### src/rtl/sop_equiv_pkg.sv
// Shared types and helpers for the SOP equivalence checker: FSM states,
// pipeline depth and the single-cube match function.
package sop_equiv_pkg;

  typedef enum logic [1:0] {
    IDLE  = 2'd0,
    SWEEP = 2'd1,
    DRAIN = 2'd2,
    DONE  = 2'd3
  } state_t;

  localparam int PIPE_LAT = 2;
  localparam int MAX_N    = 12;

  // A cube matches when every cared-for literal equals its required value;
  // narrower callers zero-extend, which leaves the unused bits don't-care.
  function automatic logic cube_hit(input logic [MAX_N-1:0] vec,
                                    input logic [MAX_N-1:0] care,
                                    input logic [MAX_N-1:0] val);
    return ((vec ^ val) & care) == '0;
  endfunction

endpackage

### src/rtl/sop_eval_stage.sv
// Two-stage evaluator for one sum-of-products expression: registered term
// hits, then their registered OR.
module sop_eval_stage
  import sop_equiv_pkg::*;
#(
  parameter int N = 3,
  parameter int T = 4
) (
  input  logic           clk,
  input  logic           rst_n,
  input  logic [N-1:0]   vec,
  input  logic [T*N-1:0] care,
  input  logic [T*N-1:0] val,
  input  logic [T-1:0]   en,
  output logic           f
);

  logic [T-1:0] hit_next;
  logic [T-1:0] hit_reg;

  for (genvar gi = 0; gi < T; gi++) begin : g_term
    assign hit_next[gi] = en[gi] &&
                          cube_hit(MAX_N'(vec), MAX_N'(care[gi*N +: N]), MAX_N'(val[gi*N +: N]));
  end

  always_ff @(posedge clk or negedge rst_n) begin
    if (!rst_n) begin
      hit_reg <= '0;
      f       <= 1'b0;
    end else begin
      hit_reg <= hit_next;
      f       <= |hit_reg;
    end
  end

endmodule

### config.mk
export PLATFORM = sky130hd
export DESIGN_NAME = sop_eval_stage
export DESIGN_NICKNAME = d
export VERILOG_FILES = /design/src/rtl/sop_equiv_pkg.sv /design/src/rtl/sop_eval_stage.sv
export SDC_FILE = /design/constraint.sdc
export NUM_CORES = 1
export LEC_CHECK = 0
export CORE_AREA = 2 2 39 41
export DETAILED_ROUTE_END_ITERATION = 6
export DIE_AREA = 0 0 41 43
export GPL_TIMING_DRIVEN = 1
export HOLD_SLACK_MARGIN = 0.02
export PLACE_DENSITY_LB_ADDON = 0.25
export SKIP_CTS_REPAIR_TIMING = 1
export SLEW_MARGIN = 20
export SYNTH_ARGS = -nofsm -noshare
export SYNTH_HDL_FRONTEND = slang
export SYNTH_SLANG_ARGS = --single-unit
### constraint.sdc
create_clock -name clk -period 1.7 [get_ports clk]
set_clock_uncertainty 0.1 [all_clocks]
set_input_delay 0.17 -clock clk [delete_from_list [all_inputs] [get_ports clk]]
set_output_delay 0.17 -clock clk [all_outputs]
set_load 0.1 [all_outputs]
==> results of run 1 <==
==> layout make-up <==
class                   count  area, sq um  area share [%]
clock buffers               4         26.3            3.78
flip-flops and latches      5          125            18.0
well taps                  16         20.0            2.88
multi-input cells          25          183            26.3
repair buffers             33          340            49.0
==> per-stage QoR <==
stage,total power [mW],util [%],std cells,cell area [sq um]
after CTS,0.448,50.2,83,694
after detailed placement,0.309,48.3,79,668
after global placement,0.308,48.3,79,668
final,0.438,50.2,83,694
after floorplan,0.200,-,30,308
after global routing,0.474,50.2,83,694
==> synthesized netlist by cell type <==
cell / number / share of area, %
xor2_1: 12 / 34
dfrtp_1: 5 / 41
a22oi_1: 4 / 9.8
and3_1: 4 / 8.1
nand2_1: 4 / 4.9
or4_1: 1 / 2.4
==> cell families (layout without fill, tap and decap cells) <==
group	Yosys count	after routing	share of synthesized area, %
AOI/OAI and AO/OA	4	4	9.76
xor gates and xnor gates	12	12	34.1
buffers and inverters	0	37	0
DFF	5	5	40.7
and+or+nand+nor	9	9	15.4
==> layer usage <==
layer	part of all wire [%]	up-vias	global-route usage, %
li1	-	179	-
met2	52	24	21.3
met1	35	154	13.5
met3	12	2	4.71
met5	0	-	0
met4	1.2	0	8.00
==> critical path, cell delays in order <==
cell and delay (ns):
clkdlybuf4s50_1 0.51, xor2_1 0.21, a22oi_1 0.21, and3_1 0.17
==> where the power goes <==
| part | internal (mW) | switching [mW] |
|---|---|---|
| combinational | 0.103 | 0.0656 |
| sequential | 0.132 | 0.00495 |
| clock | 0.0885 | 0.0449 |
| total | 0.323 | 0.115 |
==> final timing paths <==
path | startpoint | to | slack, ns | depth (start not counted)
max in group asynchronous | rst_n | hit_reg[0] | 1.27 | 1
worst min register to register | hit_reg[3] | f | 0.33 | 1
min in group clk | hit_reg[3] | f | 0.33 | 1
worst max register to register | hit_reg[1] | f | 0.61 | 1
worst min-delay path | rst_n | f | 0.04 | 1
worst max-delay path | vec[2] | hit_reg[0] | 0.51 | 4
==> flow_summary.json, run 1 <==
{
  "outcome": "completed",
  "drive_gt1_share_pct": 5.97,
  "cts.sinks": 5,
  "layout_min_cycle_time_ns": 1.19,
  "cts_tree": "yes",
  "drtIter0Drc": 4,
  "fill_cells": 132,
  "fin_crit_sh_pct": 70.1,
  "tightest_slew_ns": 0.217,
  "crit_fanout": 4,
  "clk_latency_ns": 0.24,
  "arrival_ns": 1.26,
  "die_h_um": 43,
  "rows": 14,
  "rsz0062_at_grt": "no",
  "die_w_um": 41,
  "cp-start-kind": "primary input",
  "largest_register_ffs": 4,
  "syn_nets": 63,
  "htreeDepth": 1,
  "post_drt_wl_per_cell_um": 9.84,
  "ys_seq_elements": 5,
  "final_cell_mix": "clkdlybuf4s50_1, xor2_1, dfrtp_1",
  "syn_area_sq_um": 308,
  "peakVddDrop_v": 0.000329,
  "worstPathRequired_ns": 1.77,
  "yosys_warnings": 0,
  "setup_viol": 0,
  "initial_utilization_pct": 22.2,
  "grt_pass1_wl_um": 1560,
  "clock_path_buffers": 2,
  "holdWs_ns": 0.0438,
  "grt_max_degree": 6,
  "cts_buffers": 3,
  "hp-class": "primary input to async pin",
  "mostFrequentLayoutCell": "clkdlybuf4s50_1",
  "hold_violations": 0,
  "synthCells": 30,
  "worstSetupPathType": "primary input to flop",
  "drc": 0,
  "ant_nets": 0,
  "vias": 359,
  "syn_avg_cell_area_sq_um": 10.3,
  "cts.clk_slew.worst_paths_ns": 0.04,
  "ys_seq_area_share_pct": 40.7,
  "p_leak_nw": 0.308,
  "grt_pass1_vias": 418,
  "io_pins": 34,
  "layout.nets": 101,
  "fin_ws_ns": 0.509,
  "powerDensity_mw_per_mm2": 631,
  "maxCapViolCount": 0,
  "slew_headroom_pct": 85.5,
  "wirelength_um": 817,
  "cts-root-buf": "clkbuf_4",
  "grt_usage_pct": 13.2,
  "synth.distinct_cells": 6,
  "antenna_found_initial": 0,
  "io_buffers": 33,
  "fmax_mhz": 839,
  "core_sq_mm": 0.00138,
  "diodes": 0,
  "die-area_sq_mm": 0.00176,
  "gp_congestion": 0.686,
  "maxSlewViolCount": 0,
  "end_kind": "flop",
  "grt_overflow_total": 0,
  "drt-pass1-iter-count": 3,
  "area_growth_pct": 126,
  "setup-tns-final_ns": 0,
  "via_per_inst": 4.33,
  "pre_cts_slack_ns": 0.237
}
(Power assumes the default switching activity.)
==> run 2, diff against run 1 <==
--- a/config.mk
+++ b/config.mk
@@ -5,9 +5,9 @@
 export SDC_FILE = /design/constraint.sdc
 export NUM_CORES = 1
 export LEC_CHECK = 0
-export CORE_AREA = 2 2 39 41
+export CORE_MARGIN = 2
+export CORE_UTILIZATION = 23
 export DETAILED_ROUTE_END_ITERATION = 6
-export DIE_AREA = 0 0 41 43
 export GPL_TIMING_DRIVEN = 1
 export HOLD_SLACK_MARGIN = 0.02
 export PLACE_DENSITY_LB_ADDON = 0.25
==> constraint.sdc (replaced) <==
create_clock -name clk -period 1.05 [get_ports clk]
set_clock_uncertainty 0.1 [all_clocks]
set_input_delay 0.105 -clock clk [delete_from_list [all_inputs] [get_ports clk]]
set_output_delay 0.105 -clock clk [all_outputs]
set_load 0.1 [all_outputs]
==> flow_summary.json, run 2 (synthesis results as in run 1) <==
{
  "gp_congestion": 0.683,
  "p_switching_uw": 200,
  "arrival_ns": 1.11,
  "final_cells": 83,
  "slew_headroom_pct": 83.9,
  "cp.depth": 1,
  "grt_max_degree": 6,
  "clk_latency_ns": 0.24,
  "drc": 0,
  "core_sq_mm": 0.00127,
  "cp-start-kind": "flop",
  "pre_cts_slack_ns": -0.372,
  "hp-class": "primary input to flop",
  "whs_path_depth": 4,
  "rsz0062_at_grt": "yes",
  "fmax_mhz": 902,
  "via_per_inst": 4.14,
  "end_kind": "flop",
  "die_h_um": 40.6,
  "cts-root-buf": "clkbuf_4",
  "vias": 344,
  "violations": "setup timing",
  "setup_viol": 1,
  "cts_tree": "yes",
  "placed_cells": 78,
  "intPower_uw": 520,
  "crit_fanout": 1,
  "holdWs_ns": 0.288,
  "post_drt_wl_per_cell_um": 10.6,
  "clock_path_buffers": 2,
  "cts.clk_slew.worst_paths_ns": 0.05,
  "grt_usage_pct": 12.9,
  "peakVddDrop_v": 0.000325,
  "maxCapViolCount": 0,
  "setup-tns-final_ns": -0.0585,
  "p_leak_nw": 0.341,
  "pwr-share-seq_pct": 30.9,
  "tightest_slew_ns": 0.241,
  "largest_register_ffs": 4,
  "worstPathRequired_ns": 1.05,
  "die-area_sq_mm": 0.00165,
  "cp_top_family": "simple AND/OR/NAND/NOR gates",
  "maxSlewViolCount": 0,
  "fin_ws_ns": -0.0585,
  "io_buffers": 33,
  "grt_overflow_total": 0,
  "io_pins": 34,
  "mostFrequentLayoutCell": "clkdlybuf4s50_1",
  "cpPeakStageDelay_ns": 0.52,
  "die_w_um": 40.6,
  "htreeDepth": 1,
  "drtIter0Drc": 6,
  "layout.nets": 102,
  "grt_pass1_vias": 318,
  "wirelength_um": 881,
  "grt_pass1_wl_um": 1280,
  "cts_buffers": 3,
  "worstRegToRegCells": 1,
  "cts.sinks": 5,
  "drive_gt1_share_pct": 8.82,
  "fin_crit_sh_pct": 106,
  "p_comb_share_pct": 38.4,
  "area_growth_pct": 132,
  "cp_cell_sequence": "or4_1",
  "outcome": "complete, but fails checks",
  "slowest_stage": "or4_1",
  "drt-pass1-iter-count": 2,
  "hold_violations": 0,
  "layout_min_cycle_time_ns": 1.11,
  "netSwitchingFraction_pct": 27.8,
  "antenna_found_initial": 0,
  "rows": 13,
  "final_cell_mix": "clkdlybuf4s50_1, xor2_1",
  "powerDensity_mw_per_mm2": 1010,
  "worstSetupPathType": "flop to flop",
  "diodes": 0,
  "worstPathBufferInverterCount": 0,
  "clkPwrFrac_pct": 30.8,
  "initial_utilization_pct": 24.3,
  "ant_nets": 0
}
[run 2: cell types whose count changed in the layout (fill, tap and decap cells not counted)]
cell and change:
clkbuf_1 -1, clkdlybuf4s50_1 -3, clkinv_2 +1, dfrtp_1 -1, dfrtp_2 +1, dlygate4sd3_1 +1
dlymetal6s2s_1 +3
[run 2: worst paths after layout]
path                            slack [ns]          to       start
min in group asynchronous             0.52  hit_reg[1]       rst_n
worst max register to register       -0.06           f  hit_reg[2]
worst min-delay path                  0.29  hit_reg[0]      vec[1]
worst max-delay path                 -0.06           f  hit_reg[2]
worst min register to register        0.35           f  hit_reg[1]
max in group asynchronous             0.13           f       rst_n
[run 2: power by group through the flow]
stage / clock, mW / sequential [mW] / combinational, mW
after floorplan: 0 / 0.269 / 0.0556
after global placement: 0 / 0.225 / 0.276
after detailed placement: 0 / 0.225 / 0.278
after CTS: 0.233 / 0.223 / 0.278
after global routing: 0.255 / 0.222 / 0.299
final: 0.221 / 0.222 / 0.276
[run 2: layout make-up]
type                    count  area [sq um]
clock buffers               3          22.5
clock inverters             1          5.00
fillers                   119           556
multi-input cells          25           183
flip-flops and latches      5           126
well taps                  15          18.8
repair buffers             34           358
[run 2: per-layer routing]
layer,wire (um),up-vias,global-route usage (%)
met5,0,-,0
met2,514,13,21.0
li1,-,180,-
met4,0,0,10.0
met1,321,151,13.1
met3,44,0,5.00
[run 2: per-stage QoR]
step,cell area [sq um],utilization (%),power [mW]
2_1_floorplan,309,-,0.325
3_3_place_gp,668,52.7,0.501
3_5_place_dp,668,52.7,0.503
4_1_cts,696,54.8,0.734
5_1_grt,713,56.2,0.776
6_report,713,56.2,0.720
==> run 3, diff against run 2 <==
--- a/config.mk
+++ b/config.mk
@@ -8,7 +8,7 @@
 export CORE_MARGIN = 2
 export CORE_UTILIZATION = 23
 export DETAILED_ROUTE_END_ITERATION = 6
-export GPL_TIMING_DRIVEN = 1
+export GPL_TIMING_DRIVEN = 0
 export HOLD_SLACK_MARGIN = 0.02
 export PLACE_DENSITY_LB_ADDON = 0.25
 export SKIP_CTS_REPAIR_TIMING = 1
==> flow_summary.json, run 3 (synthesis results as in run 1) <==
{
  "gp_congestion": 0.648,
  "cp-start-kind": "flop",
  "ant_nets": 0,
  "r2r_start": "hit_reg[2]",
  "cp_top_family": "simple AND/OR/NAND/NOR gates",
  "via_per_inst": 4.23,
  "arrival_ns": 1.11,
  "die_w_um": 40.6,
  "min-delay-start": "vec[1]",
  "crit_fanout": 1,
  "cp_cell_sequence": "or4_1",
  "fin_ws_ns": -0.0522,
  "grt_overflow_total": 0,
  "setup_viol": 2,
  "clk_latency_ns": 0.24,
  "slowest_stage": "or4_1",
  "rsz0062_at_grt": "yes",
  "timing.rr.end": "f",
  "area_growth_pct": 128,
  "multi_input_area_sq_um": 183,
  "die_h_um": 40.6,
  "largest_register_ffs": 4,
  "crit_path_end": "f",
  "worstPathBufferInverterCount": 0,
  "cts_tree": "yes",
  "io_buffers": 33,
  "cts_buffers": 3,
  "hold_violations": 0,
  "violations": "setup timing",
  "drc": 0,
  "fmax_mhz": 907,
  "layout_min_cycle_time_ns": 1.10,
  "io_pins": 34,
  "drive_gt1_share_pct": 8.82,
  "peakVddDrop_v": 0.000535,
  "grt_max_degree": 6,
  "post_drt_wl_per_cell_um": 10.5,
  "htreeDepth": 1,
  "grt_pass1_vias": 333,
  "cp.depth": 1,
  "worstRegToRegCells": 1,
  "grt_pass1_wl_um": 1300,
  "fill_cells": 126,
  "slew_headroom_pct": 81.5,
  "fin_crit_sh_pct": 105,
  "powerDensity_mw_per_mm2": 998,
  "drtIter0Drc": 1,
  "wirelength_um": 870,
  "initial_utilization_pct": 24.3,
  "hp-class": "primary input to flop",
  "diodes": 0,
  "rows": 13,
  "clock_path_buffers": 2,
  "end_kind": "flop",
  "worstSetupPathType": "flop to flop",
  "cts.clk_slew.worst_paths_ns": 0.05,
  "die-area_sq_mm": 0.00165,
  "antenna_found_initial": 0,
  "cts.sinks": 5,
  "drt-pass1-iter-count": 2,
  "crit_start": "hit_reg[2]",
  "cpPeakStageDelay_ns": 0.51,
  "maxSlewViolCount": 0,
  "final_util_pct": 55.2,
  "p_leak_nw": 0.336,
  "maxCapViolCount": 0,
  "final_cell_mix": "clkdlybuf4s50_1, xor2_1",
  "cts-root-buf": "clkbuf_4",
  "regArea_sq_um": 126,
  "p_total_uw": 699,
  "outcome": "complete, but fails checks",
  "rrSetupSlack_ns": -0.05,
  "vias": 351,
  "mostFrequentLayoutCell": "clkdlybuf4s50_1",
  "tightest_slew_ns": 0.279,
  "worstPathRequired_ns": 1.05,
  "layout.nets": 102,
  "grt_usage_pct": 12.7,
  "core_sq_mm": 0.00127
}
## run 3: cell counts in the layout (fill, tap and decap cells not counted)
No cell type changed its count.
## run 3: layer usage
layer	GRT usage, %	share of wire (%)	vias to the layer above
li1	-	-	179
met1	12.4	31	157
met2	22.2	63	15
met3	5.00	5.6	0
met4	7.50	0	0
met5	0	0	-
## run 3: how the worst min path moves through the flow
| stage | endpoint | depth (start not counted) |
|---|---|---|
| 2_1_floorplan | f | 0 |
| 3_3_place_gp | hit_reg[3] | 1 |
| 3_5_place_dp | hit_reg[3] | 1 |
| 4_1_cts | hit_reg[3] | 1 |
| 5_1_grt | hit_reg[1] | 2 |
| 6_report | hit_reg[1] | 4 |
## run 3: layout make-up
type	count	area share (%)
timing repair buffer	34	49.3
multi-input combinational	25	26.1
sequential	5	18.0
clock buffer	3	3.21
tap	15	2.68
clock inverter	1	0.714
## run 3: power by group
group          switching (mW)  total, mW  internal, mW
registers             0.00417      0.218         0.214
logic                   0.108      0.259         0.151
clock network          0.0843      0.222         0.138
## run 3: metrics by stage
step	hold slack (ns)	instance area [sq um]	setup slack, ns	cells	TNS (ns)
final	0.284	701	-0.0522	83	-0.0610
after global routing	0.319	701	-0.0694	83	-0.114
after CTS	-0.0285	686	-0.867	82	-1.26
after detailed placement	0.238	658	-0.600	78	-2.04
after global placement	0.232	658	-0.592	78	-2.01
after floorplan	-0.291	309	-0.0124	30	-0.0124
